===== config.mk =====
export PLATFORM = sky130hd
export DESIGN_NAME = patch_netlist_eval_flat
export DESIGN_NICKNAME = d
export VERILOG_FILES = /design/src/rtl/patch_netlist_eval_pkg.sv /design/src/rtl/patch_netlist_eval_if.sv /design/src/rtl/patch_netlist_eval_alu.sv /design/src/rtl/patch_netlist_eval.sv /design/src/flat_wrapper.sv
export SDC_FILE = /design/constraint.sdc
export NUM_CORES = 1
export LEC_CHECK = 0
export ABC_AREA = 1
export CAP_MARGIN = 40
export CORE_MARGIN = 4
export CORE_UTILIZATION = 50
export DETAILED_ROUTE_END_ITERATION = 8
export PLACE_DENSITY = 0.68
export SLEW_MARGIN = 20
export SYNTH_ARGS = -nofsm -noshare
export SYNTH_HDL_FRONTEND = slang
export SYNTH_SLANG_ARGS = --single-unit

===== constraint.sdc =====
create_clock -name clk -period 3.05 [get_ports clk]
set_input_delay 0.4575 -clock clk [delete_from_list [all_inputs] [get_ports clk]]
set_output_delay 0.4575 -clock clk [all_outputs]
set_load 0.005 [all_outputs]

===== src/rtl/patch_netlist_eval_pkg.sv =====
// patch_netlist_eval_pkg: shared opcodes, FSM states, error codes and fixed wire ids for the patch netlist evaluator.
package patch_eval_pkg;
    typedef enum logic [2:0] {
        OP_BUF  = 3'd0,
        OP_NOT  = 3'd1,
        OP_AND  = 3'd2,
        OP_OR   = 3'd3,
        OP_NAND = 3'd4,
        OP_NOR  = 3'd5,
        OP_XOR  = 3'd6,
        OP_XNOR = 3'd7
    } op_e;

    typedef enum logic [2:0] {
        S_IDLE,
        S_LOAD,
        S_EVAL,
        S_DONE,
        S_ERR
    } state_e;

    localparam logic [1:0] ERR_NONE      = 2'd0;
    localparam logic [1:0] ERR_UNDEF_SRC = 2'd1;
    localparam logic [1:0] ERR_ILL_DST   = 2'd2;
    localparam logic [1:0] ERR_ILL_OP    = 2'd3;

    localparam int CONST0_ID = 0;
    localparam int CONST1_ID = 1;
    localparam int PI_BASE   = 2;
endpackage


===== src/rtl/patch_netlist_eval_if.sv =====
// patch_netlist_eval_if: run control, gate record stream and result signals of the evaluator.
interface patch_netlist_eval_if #(
    parameter int ID_W   = 6,
    parameter int NUM_PI = 3
);
    logic              start;
    logic [NUM_PI-1:0] pi_vec;
    logic [ID_W-1:0]   out_id;
    logic              gate_valid;
    logic              gate_ready;
    logic [2:0]        gate_op;
    logic [ID_W-1:0]   gate_src0;
    logic [ID_W-1:0]   gate_src1;
    logic [ID_W-1:0]   gate_dst;
    logic              gate_last;
    logic              result_valid;
    logic              result;
    logic              err;
    logic [1:0]        err_code;

    modport master (
        output start, pi_vec, out_id, gate_valid, gate_op, gate_src0, gate_src1, gate_dst, gate_last,
        input  gate_ready, result_valid, result, err, err_code
    );

    modport slave (
        input  start, pi_vec, out_id, gate_valid, gate_op, gate_src0, gate_src1, gate_dst, gate_last,
        output gate_ready, result_valid, result, err, err_code
    );
endinterface


===== src/rtl/patch_netlist_eval_alu.sv =====
// patch_gate_alu: single-gate evaluator; PATCH_EVAL_EXT_OPS_EN enables OR/NAND/NOR/XOR/XNOR,
// otherwise opcodes 3..7 are flagged illegal.
module patch_gate_alu
    import patch_eval_pkg::*;
(
    input  op_e  op_i,
    input  logic a_i,
    input  logic b_i,
    output logic y_o,
    output logic illegal_op_o
);
    always_comb begin
        y_o = 1'b0;
        illegal_op_o = 1'b0;
        case (op_i)
            OP_BUF:  y_o = a_i;
            OP_NOT:  y_o = !a_i;
            OP_AND:  y_o = a_i & b_i;
`ifdef PATCH_EVAL_EXT_OPS_EN
            OP_OR:   y_o = a_i | b_i;
            OP_NAND: y_o = !(a_i & b_i);
            OP_NOR:  y_o = !(a_i | b_i);
            OP_XOR:  y_o = a_i ^ b_i;
            OP_XNOR: y_o = !(a_i ^ b_i);
`endif
            default: illegal_op_o = 1'b1;
        endcase
    end
endmodule


===== src/rtl/patch_netlist_eval.sv =====
// patch_netlist_eval: streams gate records into a per-wire value/defined store and reports one wire.
// Optional extended opcodes are enabled with PATCH_EVAL_EXT_OPS_EN (see patch_gate_alu).
module patch_netlist_eval
    import patch_eval_pkg::*;
#(
    parameter int NUM_WIRES = 64,
    parameter int ID_W      = 6,
    parameter int NUM_PI    = 3
) (
    input logic clk,
    input logic rst,
    patch_netlist_eval_if.slave bus
);
    state_e              state_q;
    logic [NUM_WIRES-1:0] val_q;
    logic [NUM_WIRES-1:0] def_q;
    logic [NUM_PI-1:0]   pi_q;
    logic [ID_W-1:0]     out_id_q;
    logic [1:0]          err_code_q;
    op_e                 op;
    logic                alu_y;
    logic                ill_op;
    logic                two_in;
    logic                s0_ok;
    logic                s1_ok;
    logic                dst_ok;
    logic                out_def;
    logic [1:0]          rec_err;

    function automatic logic in_range(input logic [ID_W-1:0] id);
        return int'(id) < NUM_WIRES;
    endfunction

    assign op      = op_e'(bus.gate_op);
    assign two_in  = (op != OP_BUF) && (op != OP_NOT);
    assign s0_ok   = in_range(bus.gate_src0) && def_q[bus.gate_src0];
    assign s1_ok   = in_range(bus.gate_src1) && def_q[bus.gate_src1];
    assign dst_ok  = (int'(bus.gate_dst) > NUM_PI + 1) && in_range(bus.gate_dst) && !def_q[bus.gate_dst];
    assign out_def = in_range(out_id_q) && def_q[out_id_q];
    // Opcode errors dominate source errors, which dominate destination errors.
    assign rec_err = ill_op ? ERR_ILL_OP :
                     (!s0_ok || (two_in && !s1_ok)) ? ERR_UNDEF_SRC :
                     !dst_ok ? ERR_ILL_DST : ERR_NONE;

    patch_gate_alu u_alu (
        .op_i         (op),
        .a_i          (val_q[bus.gate_src0]),
        .b_i          (val_q[bus.gate_src1]),
        .y_o          (alu_y),
        .illegal_op_o (ill_op)
    );

    always_ff @(posedge clk) begin
        if (rst) begin
            state_q    <= S_IDLE;
            val_q      <= '0;
            def_q      <= '0;
            pi_q       <= '0;
            out_id_q   <= '0;
            err_code_q <= ERR_NONE;
        end else begin
            case (state_q)
                S_LOAD: begin
                    def_q                   <= '0;
                    def_q[CONST0_ID]        <= 1'b1;
                    def_q[CONST1_ID]        <= 1'b1;
                    def_q[PI_BASE +: NUM_PI] <= '1;
                    val_q[CONST0_ID]        <= 1'b0;
                    val_q[CONST1_ID]        <= 1'b1;
                    val_q[PI_BASE +: NUM_PI] <= pi_q;
                    state_q                 <= S_EVAL;
                end
                S_EVAL: begin
                    if (bus.gate_valid) begin
                        if (rec_err != ERR_NONE) begin
                            state_q    <= S_ERR;
                            err_code_q <= rec_err;
                        end else begin
                            val_q[bus.gate_dst] <= alu_y;
                            def_q[bus.gate_dst] <= 1'b1;
                            if (bus.gate_last) state_q <= S_DONE;
                        end
                    end
                end
                S_IDLE, S_DONE, S_ERR: begin
                    if (bus.start) begin
                        state_q    <= S_LOAD;
                        pi_q       <= bus.pi_vec;
                        out_id_q   <= bus.out_id;
                        err_code_q <= ERR_NONE;
                    end else if (state_q == S_DONE && !out_def) begin
                        state_q    <= S_ERR;
                        err_code_q <= ERR_UNDEF_SRC;
                    end
                end
                default: state_q <= S_IDLE;
            endcase
        end
    end

    assign bus.gate_ready   = state_q == S_EVAL;
    assign bus.result_valid = (state_q == S_DONE) && out_def;
    assign bus.result       = bus.result_valid && val_q[out_id_q];
    assign bus.err          = state_q == S_ERR;
    assign bus.err_code     = err_code_q;
endmodule

===== src/flat_wrapper.sv =====
// flat-port wrapper written by rule: the top's interface ports become plain ports
module patch_netlist_eval_flat import patch_eval_pkg::*;
#(
    parameter int NUM_WIRES = 64,
    parameter int ID_W      = 6,
    parameter int NUM_PI    = 3
)
  (clk, rst, bus_start, bus_pi_vec, bus_out_id, bus_gate_valid, bus_gate_op, bus_gate_src0, bus_gate_src1, bus_gate_dst, bus_gate_last, bus_gate_ready, bus_result_valid, bus_result, bus_err, bus_err_code);
  patch_netlist_eval_if #(.ID_W(ID_W), .NUM_PI(NUM_PI)) bus_i ();
  input logic clk;
  input logic rst;
  input wire logic [$bits(bus_i.start)-1:0] bus_start;
  input wire logic [$bits(bus_i.pi_vec)-1:0] bus_pi_vec;
  input wire logic [$bits(bus_i.out_id)-1:0] bus_out_id;
  input wire logic [$bits(bus_i.gate_valid)-1:0] bus_gate_valid;
  input wire logic [$bits(bus_i.gate_op)-1:0] bus_gate_op;
  input wire logic [$bits(bus_i.gate_src0)-1:0] bus_gate_src0;
  input wire logic [$bits(bus_i.gate_src1)-1:0] bus_gate_src1;
  input wire logic [$bits(bus_i.gate_dst)-1:0] bus_gate_dst;
  input wire logic [$bits(bus_i.gate_last)-1:0] bus_gate_last;
  output wire logic [$bits(bus_i.gate_ready)-1:0] bus_gate_ready;
  output wire logic [$bits(bus_i.result_valid)-1:0] bus_result_valid;
  output wire logic [$bits(bus_i.result)-1:0] bus_result;
  output wire logic [$bits(bus_i.err)-1:0] bus_err;
  output wire logic [$bits(bus_i.err_code)-1:0] bus_err_code;
  assign bus_i.start = bus_start;
  assign bus_i.pi_vec = bus_pi_vec;
  assign bus_i.out_id = bus_out_id;
  assign bus_i.gate_valid = bus_gate_valid;
  assign bus_i.gate_op = bus_gate_op;
  assign bus_i.gate_src0 = bus_gate_src0;
  assign bus_i.gate_src1 = bus_gate_src1;
  assign bus_i.gate_dst = bus_gate_dst;
  assign bus_i.gate_last = bus_gate_last;
  assign bus_gate_ready = bus_i.gate_ready;
  assign bus_result_valid = bus_i.result_valid;
  assign bus_result = bus_i.result;
  assign bus_err = bus_i.err;
  assign bus_err_code = bus_i.err_code;
  patch_netlist_eval #(.NUM_WIRES(NUM_WIRES), .ID_W(ID_W), .NUM_PI(NUM_PI)) u_core (.clk(clk), .rst(rst), .bus(bus_i));
endmodule

After elaboration in Yosys (flattened, before gate mapping)

Index checks and enable logic that the tools add are counted.

Flip-flop bits (word level): 142
Input port bits: 35
Output and inout bits: 6
Word-level logic and storage cells: 92

$lt $le $gt $ge: 6
Equality and inequality tests: 12
Multiplexer cells: 38
Bitwise operators: 3
Reductions and logical operators: 26

Operators with widths:

| operator                                                                        | number |
|---|---|
| 64-bit two-way mux                                                              | 2 |
| 64-bit one-hot mux with 2 select lines                                          | 1 |
| 64-bit bitwise mux                                                              | 1 |
| 64-bit bitwise OR                                                               | 1 |
| 1-bit binary-select mux with 6-bit select                                       | 7 |
| 6-bit by 7-bit < comparator with 1-bit output, second input constant            | 4 |
| 3-bit two-way mux                                                               | 5 |
| 2-bit two-way mux                                                               | 7 |
| 5-bit two-way mux                                                               | 2 |
| 5-bit one-hot mux with 2 select lines                                           | 1 |
| 3-bit by 2-bit == test with 1-bit output, second input constant                 | 3 |
| 3-bit one-hot mux with 3 select lines                                           | 1 |
| 3-bit AND reduction                                                             | 3 |
| 1-bit two-way mux                                                               | 8 |
| 1-bit logical AND                                                               | 7 |
| 1-bit demux with 6-bit select                                                   | 1 |
| 3-bit by 1-bit == test with 1-bit output, second input constant                 | 2 |
| 6-bit by 1-bit >= comparator with 1-bit output, second input constant           | 1 |
| 6-bit by 3-bit greater-than comparator with 1-bit output, second input constant | 1 |
| 3-bit zero test                                                                 | 2 |
| 3-bit by 2-bit != test with 1-bit output, second input constant                 | 2 |
| 2-bit nonzero test                                                              | 3 |
| 3-bit OR reduction                                                              | 2 |
| 1-bit zero test                                                                 | 5 |
| 12 further kinds                                                                | 13 |

Longest topological paths before layout

Depth after elaboration: 11
Mapped depth: 20

Cells and area by module

From an unflattened synthesis, not the netlist that was laid out.

Cells, all modules: 1803
Area, all modules: 10570.1 µm²

By module, submodules not included:

| module             | times used | cells an instance | area each (µm²) |
|---|---|---|---|
| patch_netlist_eval | 1          | 1791              | 10520.1 |
| patch_gate_alu     | 1          | 12                | 50.0 |

Least setup slack after synthesis

OpenSTA, ideal clock, no wires.

Path type: input to register
Start: input bus_gate_dst[0]
End: register u_core.val_q[33]
Library setup time: 113 ps
Arrival time: 2174 ps
Data required time: 2937 ps
Path slack: 763 ps
Stages: 18
Path through: buf_4 -> nand3_1 -> buf_4 -> o21ai_1 -> nor2_1 -> nand2_1 -> nand2_1 -> nand2_1 -> inv_2 -> nand2_1 -> nor2_2 -> nand4_4 -> nor2_4 -> buf_6 -> buf_6 -> nand3_2 -> nor2_1 -> nor2_1

Longest elaborated chain between the ends: 10

RTL lines:

| element                                   | line                     | RTL |
|---|---|---|
| from (decl)                               | flat_wrapper.sv:19       | `input wire logic [$bits(bus_i.gate_dst)-1:0] bus_gate_dst;` |
| 1-bit binary-select mux with 6-bit select | patch_netlist_eval.sv:38 | `assign dst_ok = (int'(bus.gate_dst) > NUM_PI + 1) && in_range(bus.gate_dst) && !def_q[bus.gate_dst];` |
| 1-bit two-way mux (implied by the code)   | patch_netlist_eval.sv:38 |  |
| 1-bit zero test                           | patch_netlist_eval.sv:38 |  |
| 1-bit logical AND                         | patch_netlist_eval.sv:38 |  |
| 2-bit two-way mux                         | patch_netlist_eval.sv:43 | `!dst_ok ? ERR_ILL_DST : ERR_NONE;` |
| 2-bit two-way mux                         | patch_netlist_eval.sv:42 | `(!s0_ok \|\| (two_in && !s1_ok)) ? ERR_UNDEF_SRC :` |
| 2-bit two-way mux                         | patch_netlist_eval.sv:41 | `assign rec_err = ill_op ? ERR_ILL_OP :` |
| 2-bit nonzero test                        | patch_netlist_eval.sv:75 | `if (rec_err != ERR_NONE) begin` |
| 1-bit inverter (no line)                  | -                        |  |
| 3-bit AND reduction (no line)             | -                        |  |
| to (signal, indexed assignment)           | patch_netlist_eval.sv:70 | `val_q[PI_BASE +: NUM_PI] <= pi_q;` |
| to (signal, indexed assignment)           | patch_netlist_eval.sv:79 | `val_q[bus.gate_dst] <= alu_y;` |
| to (decl)                                 | patch_netlist_eval.sv:15 | `logic [NUM_WIRES-1:0] val_q;` |

Parallel ways exist; a longest one is shown, timed or not. The select of a mux whose other input is x is not followed.
A chain may end at the register's enable or synchronous reset.

Final worst setup path

Start: register u_core.out_id_q[0]
End: output bus_result

Longest elaborated chain between the ends: 4

RTL lines:

| element                                   | line                      | RTL |
|---|---|---|
| from (decl)                               | patch_netlist_eval.sv:18  | `logic [ID_W-1:0] out_id_q;` |
| from (signal assigned)                    | patch_netlist_eval.sv:89  | `out_id_q <= bus.out_id;` |
| 1-bit binary-select mux with 6-bit select | patch_netlist_eval.sv:39  | `assign out_def = in_range(out_id_q) && def_q[out_id_q];` |
| 1-bit two-way mux (implied by the code)   | patch_netlist_eval.sv:39  |  |
| 1-bit logical AND                         | patch_netlist_eval.sv:102 | `assign bus.result_valid = (state_q == S_DONE) && out_def;` |
| 1-bit logical AND (*)                     | patch_netlist_eval.sv:103 | `assign bus.result = bus.result_valid && val_q[out_id_q];` |
| to (decl)                                 | flat_wrapper.sv:23        | `output wire logic [$bits(bus_i.result)-1:0] bus_result;` |

Mark *: on every way between the ends. The rest lies on a longest branch, timed or not. The select of a mux whose other input is x is not followed.

==> results.py <==
metrics = {
    "outcome": {
        "outcome": "completed",
    },
    "cells_and_area": {
        "area_growth_pct": 20.9,
        "final_cells": 2115,
        "mostFrequentLayoutCells": "nand2_1, nand3_1, nor2_1",
        "finalNetCount": 1871,
        "drive_gt1_share_pct": 10.7,
        "final_common_cell": "nand2_1",
        "fillers": 1966,
    },
    "sta": {
        "setup_violations": 0,
        "fin_crit_sh_pct": 96.2,
        "slew_headroom_pct": 55.6,
        "rsz0062_at_grt": "no",
        "slew_viol_final": 0,
        "fin_worst_skew_ns": 0.00815,
        "fmax_ghz": 0.341,
        "fin_ws_ns": 0.116,
        "final-hold-violation-count": 0,
        "worstMarginPinSlew_ns": 0.662,
        "finalCriticalPeriod_ns": 2.93,
    },
    "global_route": {
        "overflow": 0,
        "antenna_found_initial": 0,
        "grt_pass1_wl_um": 65800,
        "track_usage_pct": 38.1,
        "grt_pass1_vias": 11135,
        "grt_max_degree": 65,
    },
    "placed_design": {
        "dp_hpwl_um": 31100,
        "portBuffers": 40,
        "dpl_worst_slack_ns": -0.128,
        "routabilityCongestion": 1.02,
        "dpl.cell_count": 2073,
    },
    "power_and_ir_drop": {
        "ir_drop_mv": 0.421,
        "p_int_mw": 3.67,
        "p_sw_mw": 1.69,
        "combPwrFrac_pct": 21.7,
        "clkPwrFrac_pct": 42.4,
        "p_sw_share_pct": 31.5,
        "cellPowerDensity_mw_per_mm2": 434,
        "power_frac_seq_pct": 35.9,
        "p_leak_nw": 5.01,
    },
    "setup_path": {
        "worstSetupEndpoint": "bus_result",
        "rr_worst_depth": 22,
        "startpoint": "u_core.out_id_q[0]",
        "critPathLaunchType": "register",
        "regToRegEndpoint": "u_core.state_q[2]",
        "crit_path_end_kind": "output port",
        "slowest_stage": "dfxtp_4",
        "worstPathArrival_ns": 2.48,
        "ff2ff_setup_slack_ns": 0.12,
        "max_stage_delay_ns": 0.38,
        "path_cells": "buf_12 > a21oi_1 > o21ai_0 > nand3_1 > nand2_1 > nand2_1 > nand3_1 > o211ai_1 > a21boi_1 > buf_4 > nand2_1 > a31oi_4 > clkbuf_2",
        "critPathMaxFanout": 21,
        "required_ns": 2.59,
        "regToRegStartpoint": "u_core.out_id_q[1]",
        "crit_type": "reg -> out",
        "path_common_cell": "nand2_1",
    },
    "floorplanning": {
        "row_count": 51,
        "ioPinCount": 41,
        "coreArea_mm2": 0.0198,
        "dieArea_mm2": 0.0228,
        "die_w_um": 151,
        "die_y_um": 151,
        "initial_core_util_pct": 51.6,
    },
    "clock_tree": {
        "cts_tree": "built",
        "hold_buffers": 0,
        "clkTransAtPathRegs_ns": 0.06,
        "cts_htree_levels": 4,
        "cts_made_buffers": 17,
        "clk_path_buf_depth": 2,
        "cts-root-buf": "clkbuf_16",
        "clk_latency_ns": 0.43,
        "clock_sinks": 142,
    },
    "logic_synthesis": {
        "ys_warn_count": 0,
        "synth_cells": 1775,
        "synthDistinctLibCells": 30,
        "synth_nets": 1810,
        "avgSynthCellArea_um2": 5.75,
        "synth_area_mm2": 0.0102,
        "yosys_register_bits": 142,
        "synth-seq-area-share_pct": 27.9,
    },
    "detailed_routing": {
        "ant_nets": 0,
        "drc_errors": 0,
        "wl_per_cell_um": 20.9,
        "wirelength_um": 44200,
        "via_count": 12750,
        "drt_first_pass_iters": 6,
        "viasPerCell": 6.03,
        "drt-initial-drc-count": 2048,
    },
    "min_path": {
        "min_from": "u_core.bus.err_code[0]",
        "holdPathStages": 2,
        "min_path_type": "reg -> reg",
    },
    "run": {
        "maxCapViolCount": 0,
    },
}
-- power by group through the flow --
stage | Sequential (mW) | Combinational [mW] | Clock [mW]
5_1_grt | 1.92 | 1.23 | 2.35
4_1_cts | 1.92 | 1.12 | 2.27
6_report | 1.92 | 1.16 | 2.27
2_1_floorplan | 1.95 | 0.611 | 0
3_3_place_gp | 1.96 | 1.10 | 0
3_5_place_dp | 1.96 | 1.10 | 0
-- metal layers --
layer / track usage, % / vias up / wire length, um
met5: 0 / - / 0
met4: 13.1 / 0 / 1560
met3: 10.1 / 139 / 6110
met2: 55.5 / 921 / 18500
met1: 54.3 / 5684 / 18100
li1: - / 6006 / -
-- worst min-delay path by stage --
stage / to
CTS: u_core.bus.err_code[0]
floorplan: u_core.val_q[0]
global route: u_core.bus.err_code[0]
global placement: u_core.bus.err_code[0]
finish: u_core.bus.err_code[0]
detailed placement: u_core.bus.err_code[0]
-- critical path, delay by kind of cell, from the launching register on --
kind                   cells  cell delay (ns)
flip-flops                 1             0.38
AO/OA/AOI/OAI              5             0.72
buffers and inverters      3             0.45
AND/OR/NAND/NOR            5             0.48
-- per-stage QoR --
step	area [um^2]	total power, mW	hold WS [ns]	utilization [%]	TNS (ns)
after floorplan	10200	2.56	0.439	-	0
after global placement	11500	3.05	0.449	58.3	-5.82
after detailed placement	11600	3.06	0.461	58.4	-5.73
after CTS	12200	5.31	0.470	61.9	0
after global routing	12300	5.50	0.497	62.3	0
final	12300	5.35	0.472	62.3	0
-- cells in the mapped netlist (all sizes together) --
cell	instances	share of area [%]
clkinv	5	0.18
o211a	2	0.20
nand4	9	0.70
a21oi	205	10
or4	3	0.22
o31ai	5	0.37
nor2	213	8.0
buf	65	3.4
inv	173	6.4
o21a	2	0.15
o211ai	1	0.074
nand3	345	18
nand3b	1	0.074
clkbuf	63	2.3
a21boi	1	0.074
dfxtp	142	28
a31oi	7	0.43
o21ai	177	8.7
nor3	18	0.88
nand2	338	12
-- layout make-up --
cell class	count	area [um^2]	share of cell area, %
well taps	265	332	2.69
clock inverters	13	190	1.54
repair buffers	170	1700	13.8
multi-input cells	1327	6150	49.9
diodes	1	2.50	0.0203
inverters	178	669	5.43
clock buffers	19	433	3.51
flip-flops and latches	142	2850	23.1
-- timing repair --
| action | CTS | global route |
|---|---|---|
| setup endpoints to repair | 2 | 9 |
| pin swaps | 2 | 3 |
| resized for setup | 8 | 11 |
| buffers inserted | 7 | 1 |
| gates cloned | 0 | 1 |
-- state kept, by name, summed over array words and instances (netlist names) --
signal	count
u_core.bus.err_code	2
u_core.def_q	64
u_core.state_q	3
u_core.val_q	64
u_core.out_id_q	6
u_core.pi_q	3
-- logic make-up (layout without fill, tap and decap cells) --
family	Yosys count	after routing	share of synthesized area, %
flip-flops	142	142	27.9
buffers and inverters	306	380	12.3
AO/OA/AOI/OAI	400	400	20.1
AND/OR/NAND/NOR	927	927	39.8
other	0	1	0
No activity file was read; power rests on OpenSTA's default activity.
